[config.mk]
export PLATFORM = sky130hd
export DESIGN_NAME = pwm_multi
export DESIGN_NICKNAME = d
export VERILOG_FILES = /design/src/rtl/pwm_multi.sv
export SDC_FILE = /design/constraint.sdc
export NUM_CORES = 1
export LEC_CHECK = 0
export BUFFER_PORTS_ARGS = -buffer_cell sky130_fd_sc_hd__clkbuf_2
export CORE_ASPECT_RATIO = 0.75
export CORE_MARGIN = 2
export CORE_UTILIZATION = 30
export DETAILED_ROUTE_END_ITERATION = 8
export GPL_ROUTABILITY_DRIVEN = 0
export HOLD_SLACK_MARGIN = 0.1
export PLACE_DENSITY = 0.54
export SLEW_MARGIN = 15
export SYNTH_ARGS = -nofsm -noshare
export SYNTH_HDL_FRONTEND = slang
export SYNTH_SLANG_ARGS = --single-unit
[constraint.sdc]
create_clock -name clk -period 1.95 [get_ports clk]
set_input_delay 0.195 -clock clk [delete_from_list [all_inputs] [get_ports clk]]
set_output_delay 0.195 -clock clk [all_outputs]
set_load 0.01 [all_outputs]
[src/rtl/pwm_multi.sv]
// pwm_multi -- multi-channel PWM generator with a shared period counter and
// double-buffered duty/period registers.
//
// All channels compare one free-running counter against their own active
// duty value. Duty writes land in a per-channel shadow register; the shadow
// values and the requested period are copied into the active registers only
// at a period boundary, so a running period is never disturbed.
//
// Optional feature macro: PWM_CENTER_ALIGN_EN
//   undefined : edge-aligned, period length = period+1 clocks
//   defined   : center-aligned (0 -> P -> 1 -> 0 ...), period length = 2*P clocks
//
// Parameters:
//   WIDTH        counter / period / duty width in bits
//   NCH          number of PWM channels (>= 1)
//
// Ports:
//   clk          system clock, all state on rising edge
//   rst_n        asynchronous active-low reset
//   en           run enable; low holds the counter at 0 and reloads the active regs
//   period       requested period value, loaded at the next boundary
//   duty_in      packed duty values, channel i at [i*WIDTH +: WIDTH]
//   duty_wr      per-channel write strobe into the duty shadow registers
//   PWM_sig      registered PWM outputs, one per channel
//   cycle_start  registered one-clock pulse on the first clock of each period

module pwm_multi #(
  parameter int WIDTH = 10,
  parameter int NCH   = 2
) (
  input  logic                 clk,
  input  logic                 rst_n,
  input  logic                 en,
  input  logic [WIDTH-1:0]     period,
  input  logic [NCH*WIDTH-1:0] duty_in,
  input  logic [NCH-1:0]       duty_wr,
  output logic [NCH-1:0]       PWM_sig,
  output logic                 cycle_start
);

  logic [WIDTH-1:0] cnt_q;
  logic [WIDTH-1:0] cnt_d;
  logic [WIDTH-1:0] period_act_q;
  logic [WIDTH-1:0] period_act_d;
  logic [WIDTH-1:0] duty_sh_q  [NCH];
  logic [WIDTH-1:0] duty_sh_d  [NCH];
  logic [WIDTH-1:0] duty_act_q [NCH];
  logic [WIDTH-1:0] duty_act_d [NCH];
  logic [NCH-1:0]   pwm_q;
  logic [NCH-1:0]   pwm_d;
  logic             cycle_start_q;
  logic             cycle_start_d;

  // High when the counter is at the top of its range (wrap cycle in edge mode).
  logic             at_top;
  // High on the edge that starts a new period (or every cycle while idle):
  // shadow duties and requested period are copied into the active registers.
  logic             load_act;

`ifdef PWM_CENTER_ALIGN_EN
  // Count direction; 1 = counting up. Only meaningful in center-aligned mode.
  logic             dir_up_q;
  logic             dir_up_d;
`endif

  assign at_top = (cnt_q == period_act_q);

  // ---------------------------------------------------------------------------
  // Period counter and boundary detection
  // ---------------------------------------------------------------------------
`ifdef PWM_CENTER_ALIGN_EN
  always_comb begin
    cnt_d    = cnt_q;
    dir_up_d = dir_up_q;
    load_act = 1'b0;
    if (!en) begin
      cnt_d    = '0;
      dir_up_d = 1'b1;
      load_act = 1'b1;
    end else if (dir_up_q) begin
      if (!at_top) begin
        cnt_d = cnt_q + WIDTH'(1);
      end else if (period_act_q > WIDTH'(1)) begin
        // Turn around at the top; the top value itself is visited once.
        cnt_d    = period_act_q - WIDTH'(1);
        dir_up_d = 1'b0;
      end else begin
        // period_act of 0 or 1 has no down leg: 0 holds, 1 toggles 0/1.
        cnt_d    = '0;
        load_act = 1'b1;
      end
    end else begin
      if (cnt_q > WIDTH'(1)) begin
        cnt_d = cnt_q - WIDTH'(1);
      end else begin
        // Down leg ends at 1; the next clock is cnt=0 counting up, which is
        // where the new period starts.
        cnt_d    = '0;
        dir_up_d = 1'b1;
        load_act = 1'b1;
      end
    end
  end
`else
  always_comb begin
    cnt_d    = cnt_q;
    load_act = 1'b0;
    if (!en) begin
      cnt_d    = '0;
      load_act = 1'b1;
    end else if (at_top) begin
      cnt_d    = '0;
      load_act = 1'b1;
    end else begin
      cnt_d = cnt_q + WIDTH'(1);
    end
  end
`endif

  // ---------------------------------------------------------------------------
  // Shadow / active registers
  // ---------------------------------------------------------------------------
  // The active copy reads the shadow's current (pre-write) value, so a write
  // coinciding with the boundary is deferred by one full period.
  always_comb begin
    period_act_d = load_act ? period : period_act_q;
    for (int i = 0; i < NCH; i++) begin
      duty_sh_d[i]  = duty_wr[i] ? duty_in[i*WIDTH +: WIDTH] : duty_sh_q[i];
      duty_act_d[i] = load_act ? duty_sh_q[i] : duty_act_q[i];
    end
  end

  // ---------------------------------------------------------------------------
  // Output compare
  // ---------------------------------------------------------------------------
  // Unsigned full-width compare: duty 0 never matches (constant low) and a
  // duty above the counter's maximum always matches (constant high, no wrap
  // glitch).
  always_comb begin
    pwm_d = '0;
    for (int i = 0; i < NCH; i++) begin
      pwm_d[i] = en & (cnt_q < duty_act_q[i]);
    end
  end

`ifdef PWM_CENTER_ALIGN_EN
  assign cycle_start_d = en & (cnt_q == '0) & dir_up_q;
`else
  assign cycle_start_d = en & (cnt_q == '0);
`endif

  // ---------------------------------------------------------------------------
  // State registers
  // ---------------------------------------------------------------------------
  always_ff @(posedge clk or negedge rst_n) begin
    if (!rst_n) begin
      cnt_q         <= '0;
      period_act_q  <= '1;
      pwm_q         <= '0;
      cycle_start_q <= 1'b0;
      for (int i = 0; i < NCH; i++) begin
        duty_sh_q[i]  <= '0;
        duty_act_q[i] <= '0;
      end
    end else begin
      cnt_q         <= cnt_d;
      period_act_q  <= period_act_d;
      pwm_q         <= pwm_d;
      cycle_start_q <= cycle_start_d;
      for (int i = 0; i < NCH; i++) begin
        duty_sh_q[i]  <= duty_sh_d[i];
        duty_act_q[i] <= duty_act_d[i];
      end
    end
  end

`ifdef PWM_CENTER_ALIGN_EN
  always_ff @(posedge clk or negedge rst_n) begin
    if (!rst_n) begin
      dir_up_q <= 1'b1;
    end else begin
      dir_up_q <= dir_up_d;
    end
  end
`endif

  assign PWM_sig     = pwm_q;
  assign cycle_start = cycle_start_q;

endmodule

======== Word-level counts from Yosys, hierarchy flattened ========
Index checks and enable logic that the tools add are counted.
storage, ports and cells
  memory bits (read-only) ................. 0
  register bits after elaboration ......... 63
  word-level logic and storage cells ...... 20
  input bits .............................. 35
  output and inout bits ................... 3
  RAM bits ................................ 0
  memories kept ........................... 0
  latch bits .............................. 0
cells by class
  multiply operators ...................... 0
  equality and inequality tests ........... 1
  bitwise logic cells ..................... 3
  reductions and logical operators ........ 1
  div/mod/pow operators ................... 0
  magnitude comparators ................... 2
  shift operators ......................... 0
  add/sub/neg operators ................... 1
  multiplexer cells ....................... 4
operator list
  operator                                                         number
  10-bit less-than comparator                                      2
  10-bit two-way mux                                               2
  10-bit by 1-bit adder with 10-bit output, second input constant  1
  10-bit == test                                                   1
  10-bit logical NOT                                               1
  1-bit bitwise AND                                                3
  1-bit two-way mux                                                2

======== Logic depth before layout (Yosys ltp) ========
Gate-level depths: netlist (run 1).
  word-level depth ........................ 3
  mapped depth ............................ 7
  gate-level depth less buffers ........... 6

======== Worst setup path before layout (run 1) ========
OpenSTA, ideal clock, no wires.
  path type ............................... register -> register
  start ................................... register cnt_q[5]
  end ..................................... register duty_act_q[0] (netlist bit)
  cell stages (with the launch flop) ...... 7
  data arrival time ....................... 1726 ps
  path buffers ............................ 2
  data required time ...................... 1825 ps
  setup time .............................. 125 ps
  slack ................................... 99 ps
  period minus slack after synthesis ...... 1851 ps
  path through ............................ dfrtp_1 buf_6 xnor2_1 nand4_1 o41ai_4 buf_6 mux2_4
between the ends
  cells in the longest elaborated chain, start to end .. 3
RTL lines
  what                             RTL line  text
  from (decl)                      41        logic [WIDTH-1:0] cnt_q;
  from (signal assigned)           166       cnt_q <= cnt_d;
  10-bit == test                   66        assign at_top = (cnt_q == period_act_q);
  1-bit two-way mux                111       end else if (at_top) begin
  1-bit two-way mux                108       if (!en) begin
  to (signal, indexed assignment)  172       duty_act_q[i] <= duty_act_d[i];
  to (decl)                        47        logic [WIDTH-1:0] duty_act_q [NCH];
Every way passes these cells.
A chain may end at the register's enable or synchronous reset.

======== Worst setup path in the final report (run 1) ========
  start ................................... register period_act_q[3]
  end ..................................... register duty_act_q[1] (netlist bit)
between the ends
  cells in the longest elaborated chain, start to end .. 3
RTL lines
  what                    RTL line  text
  from (decl)             43        logic [WIDTH-1:0] period_act_q;
  from (signal assigned)  167       period_act_q <= period_act_d;
  10-bit == test          66
  1-bit two-way mux       111
  1-bit two-way mux       108
Every way passes these cells.

==> qor.txt, run 1 <==
Post-layout util -> 0.416
DRT iter0 DRCs -> 70
Clock Sinks -> 63
Relative max-transition margin -> 0.775
DRT Wirelength -> 6.28 mm
Crit Path Category -> reg2reg
Max-slew violations -> 0
Critical path fanouts, max -> 8
Seq/Total Area, Yosys -> 0.506
Status -> finished, violations left
Die Wd -> 122 um
Fin crit share -> 1.01
WP data required -> 2.16 ns
Yosys warnings -> 0
PD cells -> 831 nW/um^2
Vias in the first global route -> 2122
Largest net degree at the start of global routing -> 64
Num CTS Buffers -> 9
Distinct cells, synth -> 27
Mapped Area -> 3140 um^2
Switching share of power -> 0.235
Commonest non-fill, non-tap cell in the layout -> dfrtp_1
Final setup viols -> 5
Overflow after GRT -> 0
DRC Markers -> 0
Post-DRT Antenna Nets -> 0
Antenna cells -> 0
Dpl hpwl -> 4.12 mm
Max-cap violations -> 0
Fillers -> 997
Int Power -> 2.71 mW
Setup WS post-layout -> -0.0111 ns
Synth Instances -> 234
CTS root buf -> clkbuf_16
Clk pwr share -> 0.413
Worst min path class -> in2reg
Initial antenna violation count -> 0
Final Critical Period -> 1.96 ns
First-pass GRT wire length -> 10.4 mm
Post-Syn Nets -> 289
Tightest hold margin -> 0.108 ns
H-Tree Depth -> 3
Num ports -> 38
Power share of the combinational group -> 0.151
Die area -> 11300 um^2
Crit path cell chain -> xnor2_2, nand4_1, o41ai_4, buf_4, buf_12, mux2_4
Starting Density -> 0.307
DIE HEIGHT -> 92.6 um
Pre-CTS setup slack -> 0.000154 ns
Max VDD drop -> 0.000512 V
Setup_tns -> -0.0266 ns
Cell leakage power -> 2.09 nW
Port buffer count -> 37
Worst-margin pin slew -> 0.338 ns
Capturing element type of the critical path -> flop
Worst-Skew Late Latency -> 0.33 ns
CTS tree -> built
1st-pass router iterations -> 4
Most frequent cells in the layout -> dfrtp_1 (53), clkbuf_2 (37), mux2_4 (30), dlygate4sd3_1 (30), inv_1 (25)
Core ar. -> 10200 um^2
Crit path max-delay cell type -> dfstp_2
Fmax -> 0.510 GHz
Critical Path AT -> 2.17 ns
P_sw -> 834 uW
Worst-case clock buffer depth -> 2
Area Overhead vs Synth -> 35.7%
Final net count -> 381
Routed WL per cell -> 13.4 um
DR vias -> 2008
Crit path largest cell delay -> 0.55 ns
Total track usage -> 0.122
Fraction of layout instances using a drive strength above 1 -> 0.417
Via density -> 4.30
Register bit count reported by yosys -> 63
Syn Area/Cell -> 13.4 um^2
Seq pwr share -> 0.436
Clock Skew -> 0.00396 ns
Failing checks -> negative setup slack
RSZ-0062 raised after global routing -> true
Clk slew on worst S/H paths -> 0.05 ns
# rows -> 32
Crit path launch type -> flop
Fin. Hold Viols -> 0
==> synthesized netlist by cell type, drive strengths merged <==
library cell | instances | area, um^2
dfrtp | 53 | 1330
mux2 | 50 | 672
inv | 25 | 93.8
ha | 20 | 250
xnor2 | 14 | 123
nor2 | 11 | 41.3
dfstp | 10 | 263
a21oi | 6 | 30.0
nand4 | 6 | 37.5
buf | 5 | 56.3
a21o | 4 | 30.0
nand3 | 4 | 20.0
xor2 | 4 | 35.0
clkbuf | 2 | 7.51
nand2 | 2 | 7.51
nand2b | 2 | 12.5
nor2b | 2 | 12.5
nor3 | 2 | 10.0
nor4 | 2 | 12.5
o211a | 2 | 20.0
o21ai | 2 | 10.0
o311a | 2 | 20.0
and3 | 1 | 6.26
and4b | 1 | 10.0
nor4b | 1 | 8.76
o41ai | 1 | 27.5
==> power by group through the flow <==
stage | registers, mW | logic, mW | clock network (mW)
after floorplan | 1.54 | 0.327 | 0
after global placement | 1.56 | 0.447 | 0
after detailed placement | 1.56 | 0.460 | 0
after CTS | 1.55 | 0.508 | 1.50
after global routing | 1.57 | 0.593 | 1.57
final | 1.55 | 0.534 | 1.47
==> path summary, 6_finish.rpt <==
| path | startpoint | end | slack, ns | cells past startpoint |
|---|---|---|---|---|
| worst max-delay path | period_act_q[3] | duty_act_q[1] | -0.01 | 6 |
| worst min-delay path | period[4] | period_act_q[4] | 0.11 | 2 |
| worst max register to register | period_act_q[3] | duty_act_q[1] | -0.01 | 6 |
| worst min register to register | duty_sh_q[2] | duty_act_q[2] | 0.50 | 1 |
| max in group asynchronous | rst_n | period_act_q[3] | 1.22 | 3 |
| min in group asynchronous | rst_n | cnt_q[4] | 0.41 | 3 |
==> repair_timing <==
| item | 4_1_cts | 5_1_grt |
|---|---|---|
| setup endpoints to repair | 1 | 20 |
| buffers inserted | 0 | 6 |
| hold buffers | 29 | 1 |
| cloned | 0 | 2 |
| pin swaps | 0 | 3 |
| resized for setup | 0 | 12 |
| endpoints found under the hold margin | 81 | 1 |
==> logic make-up (layout without fill, tap and decap cells) <==
logic type | count (synthesis) | count (layout) | synth area share
AND/OR/NAND/NOR | 34 | 34 | 0.0569
XOR/XNOR | 18 | 18 | 0.0502
buffers and inverters | 32 | 129 | 0.0502
multiplexers | 50 | 50 | 0.214
AO/OA/AOI/OAI | 17 | 17 | 0.0438
flip-flops | 63 | 63 | 0.506
adder cells (fa/ha/maj) | 20 | 20 | 0.0796
==> metrics by stage <==
| step | power [mW] | std cells | instance area, um^2 |
|---|---|---|---|
| after floorplan | 1.87 | 234 | 3140 |
| after global placement | 2.01 | 413 | 3560 |
| after detailed placement | 2.02 | 413 | 3560 |
| after CTS | 3.56 | 458 | 4120 |
| after global routing | 3.73 | 467 | 4270 |
| final | 3.54 | 467 | 4270 |
==> cell type report <==
class / instances / area, um^2 / share of cell area
sequential: 63 / 1590 / 0.373
tap: 136 / 170 / 0.0399
clock buffer: 12 / 256 / 0.0601
clock inverter: 4 / 20.0 / 0.00469
timing repair buffer: 88 / 706 / 0.165
inverter: 25 / 93.8 / 0.0220
multi-input combinational: 139 / 1430 / 0.335
==> critical path: cells and delay by family (launching register included) <==
family	cells	cell delay [ns]
muxes	1	0.30
and+or+nand+nor	1	0.17
DFF	1	0.55
AOI/OAI and AO/OA	1	0.33
buffers and inverters	2	0.36
xor gates and xnor gates	1	0.11
==> layer usage <==
layer	routed length [um]	global-route usage	vias up
li1	-	-	989
met3	266	0.0505	10
met1	3320	0.165	974
met5	0	0	-
met4	99	0.0460	0
met2	2590	0.175	35
==> state kept, by name, summed over array words and instances, names as in the netlist <==
| signal | flops |
|---|---|
| duty_act_q | 20 |
| duty_sh_q | 20 |
| cnt_q | 10 |
| period_act_q | 10 |
| PWM_sig | 2 |
| cycle_start | 1 |
Power figures use the tool's default switching activity.
==> inputs of run 2 (changes only) <==
--- a/config.mk
+++ b/config.mk
@@ -12,7 +12,7 @@
 export DETAILED_ROUTE_END_ITERATION = 8
 export GPL_ROUTABILITY_DRIVEN = 0
 export HOLD_SLACK_MARGIN = 0.1
-export PLACE_DENSITY = 0.54
+export PLACE_DENSITY = 0.59
 export SLEW_MARGIN = 15
 export SYNTH_ARGS = -nofsm -noshare
 export SYNTH_HDL_FRONTEND = slang
==> run 2 against run 1 <==
Compared with the run above: the flow now finishes without violations; setup slack better by 0.021 ns; utilization is 0.11 points lower; register-to-register slack better by 0.02 ns; first-iteration DRC count is 13% lower; non-clock buffer count is 2 lower; count of clock-buffer cells in the layout is 1 higher; combinational power is 2% lower; hold slack better by 0.0074 ns; cell area is 0.26% lower; sequential power hardly changed; largest cell class unchanged; largest power group is now clock.
==> qor.txt, run 2 (synthesized netlist as in run 1, its figures left out) <==
Hold depth -> 2 (unchanged)
Routed WL per cell -> 13.3 um (-0.82%)
Met3 wire len -> 330 um (+24%)
Vias in the first global route -> 2047 (-3.5%)
Pre-CTS setup slack -> -0.0352 ns (-0.0353 ns)
Clock Sinks -> 63 (unchanged)
H-Tree Depth -> 3 (unchanged)
Initial antenna violation count -> 0 (unchanged)
Overflow after GRT -> 0 (unchanged)
DRT iter0 DRCs -> 61 (-13%)
RR Startpoint -> period_act_q[7]
Final setup viols -> 0 (-5)
Num CTS Buffers -> 9 (unchanged)
Post-DP Area -> 3550 um^2 (about the same)
Post-DRT Antenna Nets -> 0 (unchanged)
Fin. Hold Viols -> 0 (unchanged)
1st-pass router iterations -> 4 (unchanged)
# rows -> 32 (unchanged)
Worst Path Buf+Inv -> 2 (unchanged)
Capturing element type of the critical path -> flop
Fmax -> 0.516 GHz (+1.1%)
CTS tree -> built
Worst-Skew Late Latency -> 0.33 ns (about the same)
Cell leakage power -> 2.09 nW (-0.14%)
Worst-case clock buffer depth -> 2 (unchanged)
Starting Density -> 0.307 (unchanged)
Total track usage -> 0.119 (-0.00294)
Area Overhead vs Synth -> 35.4%
Routed length on met1 -> 3.09 mm (-6.8%)
Dpl hpwl -> 4.37 mm (+6.0%)
Antenna cells -> 0 (unchanged)
Core ar. -> 10200 um^2 (unchanged)
Crit path largest cell delay -> 0.56 ns (about the same)
Largest net degree at the start of global routing -> 26 (-59%)
Clk slew on worst S/H paths -> 0.05 ns (about the same)
Final Critical Period -> 1.94 ns (-0.0214 ns)
First-pass GRT wire length -> 10.2 mm (-1.4%)
CTS root buf -> clkbuf_16
Fraction of layout instances using a drive strength above 1 -> 0.422 (+0.00557)
Die Wd -> 122 um (unchanged)
Final net count -> 379 (-0.52%)
Most frequent cells in the layout -> dfrtp_1 (53), clkbuf_2 (37), mux2_4 (30), dlygate4sd3_1 (27), inv_1 (25)
Clock Skew -> 0.00606 ns (+0.00210 ns)
Regs by FF count -> duty_act_q x20, duty_sh_q x20
Worst reg2reg path endpoint -> duty_act_q[19]
Worst min path class -> in2reg
Post-route cell area -> 4250 um^2 (-0.26%)
Worst min-delay path startpoint -> period[6]
PD cells -> 868 nW/um^2 (+4.5%)
Cells on worst reg2reg path -> 6 (unchanged)
Critical path's top delay family -> flip-flops
Max Used Layer -> met4
Relative max-transition margin -> 0.754 (-0.0201)
Metal2 WL -> 2.67 mm (+3.0%)
DR vias -> 2043 (+1.7%)
Crit path launch type -> flop
Crit path cell chain -> xnor2_2, nand4_1, o41ai_4, buf_6, buf_12, mux2_4
WP data required -> 2.16 ns (about the same)
DIE HEIGHT -> 92.6 um (unchanged)
R2R setup slack -> 0.01 ns (+0.02 ns)
Fin crit share -> 0.995 (-0.0110)
Worst-margin pin slew -> 0.365 ns (+0.0268 ns)
Commonest non-fill, non-tap cell in the layout -> dfrtp_1
DP Cell Count -> 416 (+0.73%)
Critical Path AT -> 2.15 ns (-0.02 ns)
Port buffer count -> 37 (unchanged)
Crit path max-delay cell type -> dfstp_2
RSZ-0062 raised after global routing -> true
Setup WS post-layout -> 0.0103 ns (+0.0214 ns)
DRT Wirelength -> 6.20 mm (-1.2%)
Max VDD drop -> 0.000463 V (-9.6%)
Max-slew violations -> 0 (unchanged)
Hold path endpoint -> period_act_q[6]
Power consumption -> 3.69 mW (+4.2%)
Crit Path Category -> reg2reg
Final Non-Filler Cells -> 465 (-0.43%)
Tightest hold margin -> 0.115 ns (+0.00743 ns)
Max-cap violations -> 0 (unchanged)
Status -> finished, final reports clean
Die area -> 11300 um^2 (unchanged)
Via density -> 4.39 (+2.2%)
Num ports -> 38 (unchanged)
Critical path fanouts, max -> 7 (-1)
DRC Markers -> 0 (unchanged)
==> run 2: cell types whose count changed in the layout (fill, tap and decap cells not counted), sizes merged <==
cell,previous run,this run
dlygate4sd3,30,27
clkbuf,50,51
buf,20,21
clkinv,4,2
bufinv,0,1
==> run 2: how the worst max path moves through the flow <==
stage / cells past startpoint / start / to
global placement: 5 / period_act_q[4] / duty_act_q[9]
global route: 6 / period_act_q[7] / duty_act_q[13]
CTS: 5 / period_act_q[8] / duty_act_q[9]
detailed placement: 5 / period_act_q[4] / duty_act_q[9]
finish: 6 / period_act_q[7] / duty_act_q[19]
floorplan: 6 / cnt_q[5] / duty_act_q[0]
==> run 2: routing by layer <==
metal  vias up  global-route usage
met1      1000               0.166
li1        991                   -
met4         0              0.0460
met3        12              0.0462
met5         -                   0
met2        40               0.166
==> run 2: worst reg2reg max path: cells and delay by family (launching register included) <==
family	cells	cell delay, ns
buffers and inverters	2	0.33
multiplexers	1	0.30
XOR/XNOR	1	0.11
AND/OR/NAND/NOR	1	0.15
AO/OA/AOI/OAI	1	0.36
flip-flops	1	0.56
==> run 2: layout make-up <==
cell class,instances,area [um^2]
Clock inverter,3,40.0
Inverter,25,93.8
Timing Repair Buffer,86,661
Clock buffer,13,270
Fill cell,981,6000
Tap cell,136,170
Multi-Input combinational cell,139,1430
Sequential cell,63,1590
==> run 2: repair_timing <==
action,CTS,global route
hold buffers,27,0
pin swaps,0,4
resized for setup,2,16
gates cloned,0,2
endpoints found under the setup margin,19,32
endpoints found under the hold margin,39,0
setup buffers,0,4
==> run 2: where the power goes <==
group	switching, mW	leakage (nW)	internal [mW]	total, mW
Clock	0.538	0.156	1.09	1.63
Sequential	0.0851	0.747	1.46	1.55
Combinational	0.199	1.18	0.323	0.522
==> run 2: per-stage QoR <==
step | util | TNS [ns]
final | 0.415 | 0
after global routing | 0.415 | -1.21
after CTS | 0.404 | -0.0128
after detailed placement | 0.347 | -0.0959
after global placement | 0.347 | -0.0140
after floorplan | - | 0
==> inputs of run 3 (changes only) <==
--- a/config.mk
+++ b/config.mk
@@ -6,13 +6,14 @@
 export NUM_CORES = 1
 export LEC_CHECK = 0
 export BUFFER_PORTS_ARGS = -buffer_cell sky130_fd_sc_hd__clkbuf_2
+export CELL_PAD_IN_SITES_DETAIL_PLACEMENT = 0
+export CELL_PAD_IN_SITES_GLOBAL_PLACEMENT = 1
 export CORE_ASPECT_RATIO = 0.75
 export CORE_MARGIN = 2
 export CORE_UTILIZATION = 30
 export DETAILED_ROUTE_END_ITERATION = 8
-export GPL_ROUTABILITY_DRIVEN = 0
 export HOLD_SLACK_MARGIN = 0.1
-export PLACE_DENSITY = 0.59
+export PLACE_DENSITY = 0.67
 export SLEW_MARGIN = 15
 export SYNTH_ARGS = -nofsm -noshare
 export SYNTH_HDL_FRONTEND = slang
==> run 3 against run 2 <==
Compared with the run above: critical path depth unchanged; sequential share of layout area is 0.39 points higher; via count fell by 4.0%; cell area is 1.0% lower; power is 0.20% lower; critical endpoint is now duty_act_q[2]; largest cell class unchanged.
==> qor.txt, run 3 (synthesized netlist as in run 1, its figures left out) <==
Status -> finished, final reports clean
H-Tree Depth -> 3 (unchanged)
Final Non-Filler Cells -> 460 (-1.1%)
Seq pwr share -> 0.418 (about the same)
Setup WS post-layout -> 0.000577 ns (-0.00972 ns)
DIE HEIGHT -> 92.6 um (unchanged)
# rows -> 32 (unchanged)
Worst-Skew Late Latency -> 0.33 ns (about the same)
Fin. Hold Viols -> 0 (unchanged)
Crit Path Category -> reg2reg
Tightest hold margin -> 0.110 ns (-0.00466 ns)
DRT iter0 DRCs -> 67 (+9.8%)
Setup_tns -> 0 ns (unchanged)
Fin crit share -> 1.00 (+0.00498)
Clk pwr share -> 0.442 (+0.002)
Worst-case clock buffer depth -> 2 (unchanged)
Area Overhead vs Synth -> 34.0%
Core ar. -> 10200 um^2 (unchanged)
Clock Sinks -> 63 (unchanged)
Num CTS Buffers -> 9 (unchanged)
Final Critical Period -> 1.95 ns (+0.00972 ns)
Fraction of layout instances using a drive strength above 1 -> 0.414 (-0.00891)
Met3 wire len -> 317 um (-3.9%)
Crit path launch type -> flop
Starting Density -> 0.307 (unchanged)
Post-DP Area -> 3560 um^2 (+0.28%)
1st-pass router iterations -> 4 (unchanged)
Worst min path class -> in2reg
Num ports -> 38 (unchanged)
Routed length on met1 -> 3.15 mm (+2.0%)
Final net count -> 374 (-1.3%)
Metal2 WL -> 2.70 mm (+0.94%)
Total track usage -> 0.123 (+0.00313)
PD cells -> 876 nW/um^2 (+0.84%)
First-pass GRT wire length -> 10.4 mm (+1.8%)
Die area -> 11300 um^2 (unchanged)
P_sw -> 822 uW (about the same)
Dpl hpwl -> 4.19 mm (-4.0%)
Max Used Layer -> met4
DP Cell Count -> 414 (-0.48%)
Critical Path AT -> 2.16 ns (about the same)
CTS tree -> built
WP data required -> 2.16 ns (about the same)
DRC Markers -> 0 (unchanged)
Final setup viols -> 0 (unchanged)
Regs by FF count -> duty_act_q x20, duty_sh_q x20
Pre-CTS setup slack -> 0.00883 ns (+0.0440 ns)
Relative max-transition margin -> 0.774 (+0.0192)
Most frequent cells in the layout -> dfrtp_1 (53), clkbuf_2 (37), mux2_4 (29), inv_1 (25), dlygate4sd3_1 (24)
Die Wd -> 122 um (unchanged)
Worst-margin pin slew -> 0.340 ns (-0.0254 ns)
Commonest non-fill, non-tap cell in the layout -> dfrtp_1
Antenna cells -> 0 (unchanged)
Port buffer count -> 37 (unchanged)
Max-cap violations -> 0 (unchanged)
Placer congestion estimate -> 0.784
Initial antenna violation count -> 0 (unchanged)
Int Power -> 2.87 mW (-0.23%)
Post-route cell area -> 4210 um^2 (-1.0%)
Cell leakage power -> 2.06 nW (-1.4%)
RSZ-0062 raised after global routing -> true
Routed WL per cell -> 13.6 um (+2.3%)
Critical path fanouts, max -> 6 (-1)
Max-slew violations -> 0 (unchanged)
Max VDD drop -> 0.000487 V (+5.4%)
Capturing element type of the critical path -> flop
Largest net degree at the start of global routing -> 64 (+150%)
DR vias -> 1961 (-4.0%)
DRT Wirelength -> 6.28 mm (+1.2%)
Clock Skew -> 0.00603 ns (-0.0000352 ns)
Clk slew on worst S/H paths -> 0.05 ns (about the same)
Via density -> 4.26 (-3.0%)
Overflow after GRT -> 0 (unchanged)
CTS root buf -> clkbuf_16
Vias in the first global route -> 2100 (+2.6%)
Power share of the combinational group -> 0.140 (about the same)
Post-DRT Antenna Nets -> 0 (unchanged)
Switching share of power -> 0.223 (about the same)
Fmax -> 0.513 GHz (-0.50%)
run 3: worst paths after layout:
kind	depth (start not counted)	to	slack (ns)	from
worst max-delay path	6	duty_act_q[2]	0.0006	period_act_q[8]
worst min-delay path	2	duty_sh_q[5]	0.11	duty_in[15]
worst max register to register	6	duty_act_q[2]	0.0006	period_act_q[8]
worst min register to register	1	duty_act_q[5]	0.50	duty_sh_q[5]
max in group asynchronous	3	period_act_q[2]	1.23	rst_n
min in group asynchronous	3	cycle_start	0.41	rst_n
run 3: what timing repair did:
action | 4_1_cts | 5_1_grt
pin swaps | 0 | 1
cloned | 0 | 3
resized for setup | 0 | 2
hold buffers | 24 | 0
endpoints found under the hold margin | 76 | 0
endpoints found under the setup margin | 1 | 30
buffers inserted | 0 | 3
run 3: through the flow:
step | util | power [mW]
floorplan | - | 1.87
global placement | 0.348 | 2.01
detailed placement | 0.348 | 2.02
CTS | 0.401 | 3.73
global route | 0.411 | 3.88
finish | 0.411 | 3.69
run 3: final cells by class:
type / count / area (um^2)
multi-input combinational: 139 / 1400
sequential: 63 / 1590
tap: 136 / 170
clock inverter: 3 / 40.0
fill: 1026 / 6040
inverter: 25 / 93.8
timing repair buffer: 81 / 643
clock buffer: 13 / 270
run 3: per-layer routing:
layer	track usage	up-vias
met5	0	-
li1	-	975
met4	0.0517	0
met3	0.0450	9
met2	0.177	42
met1	0.164	935
run 3: power groups by stage:
stage / clock (mW) / combinational (mW) / sequential (mW)
floorplan: 0 / 0.327 / 1.54
global placement: 0 / 0.449 / 1.56
detailed placement: 0 / 0.462 / 1.56
CTS: 1.68 / 0.504 / 1.54
global route: 1.74 / 0.580 / 1.56
finish: 1.63 / 0.516 / 1.54
run 3: worst max-delay path: stages (launching register included):
cell and delay, ns:
dfstp_2 0.55, xnor2_2 0.11, nand4_1 0.15, o41ai_4 0.35, buf_6 0.20, clkbuf_16 0.17, mux2_4 0.29
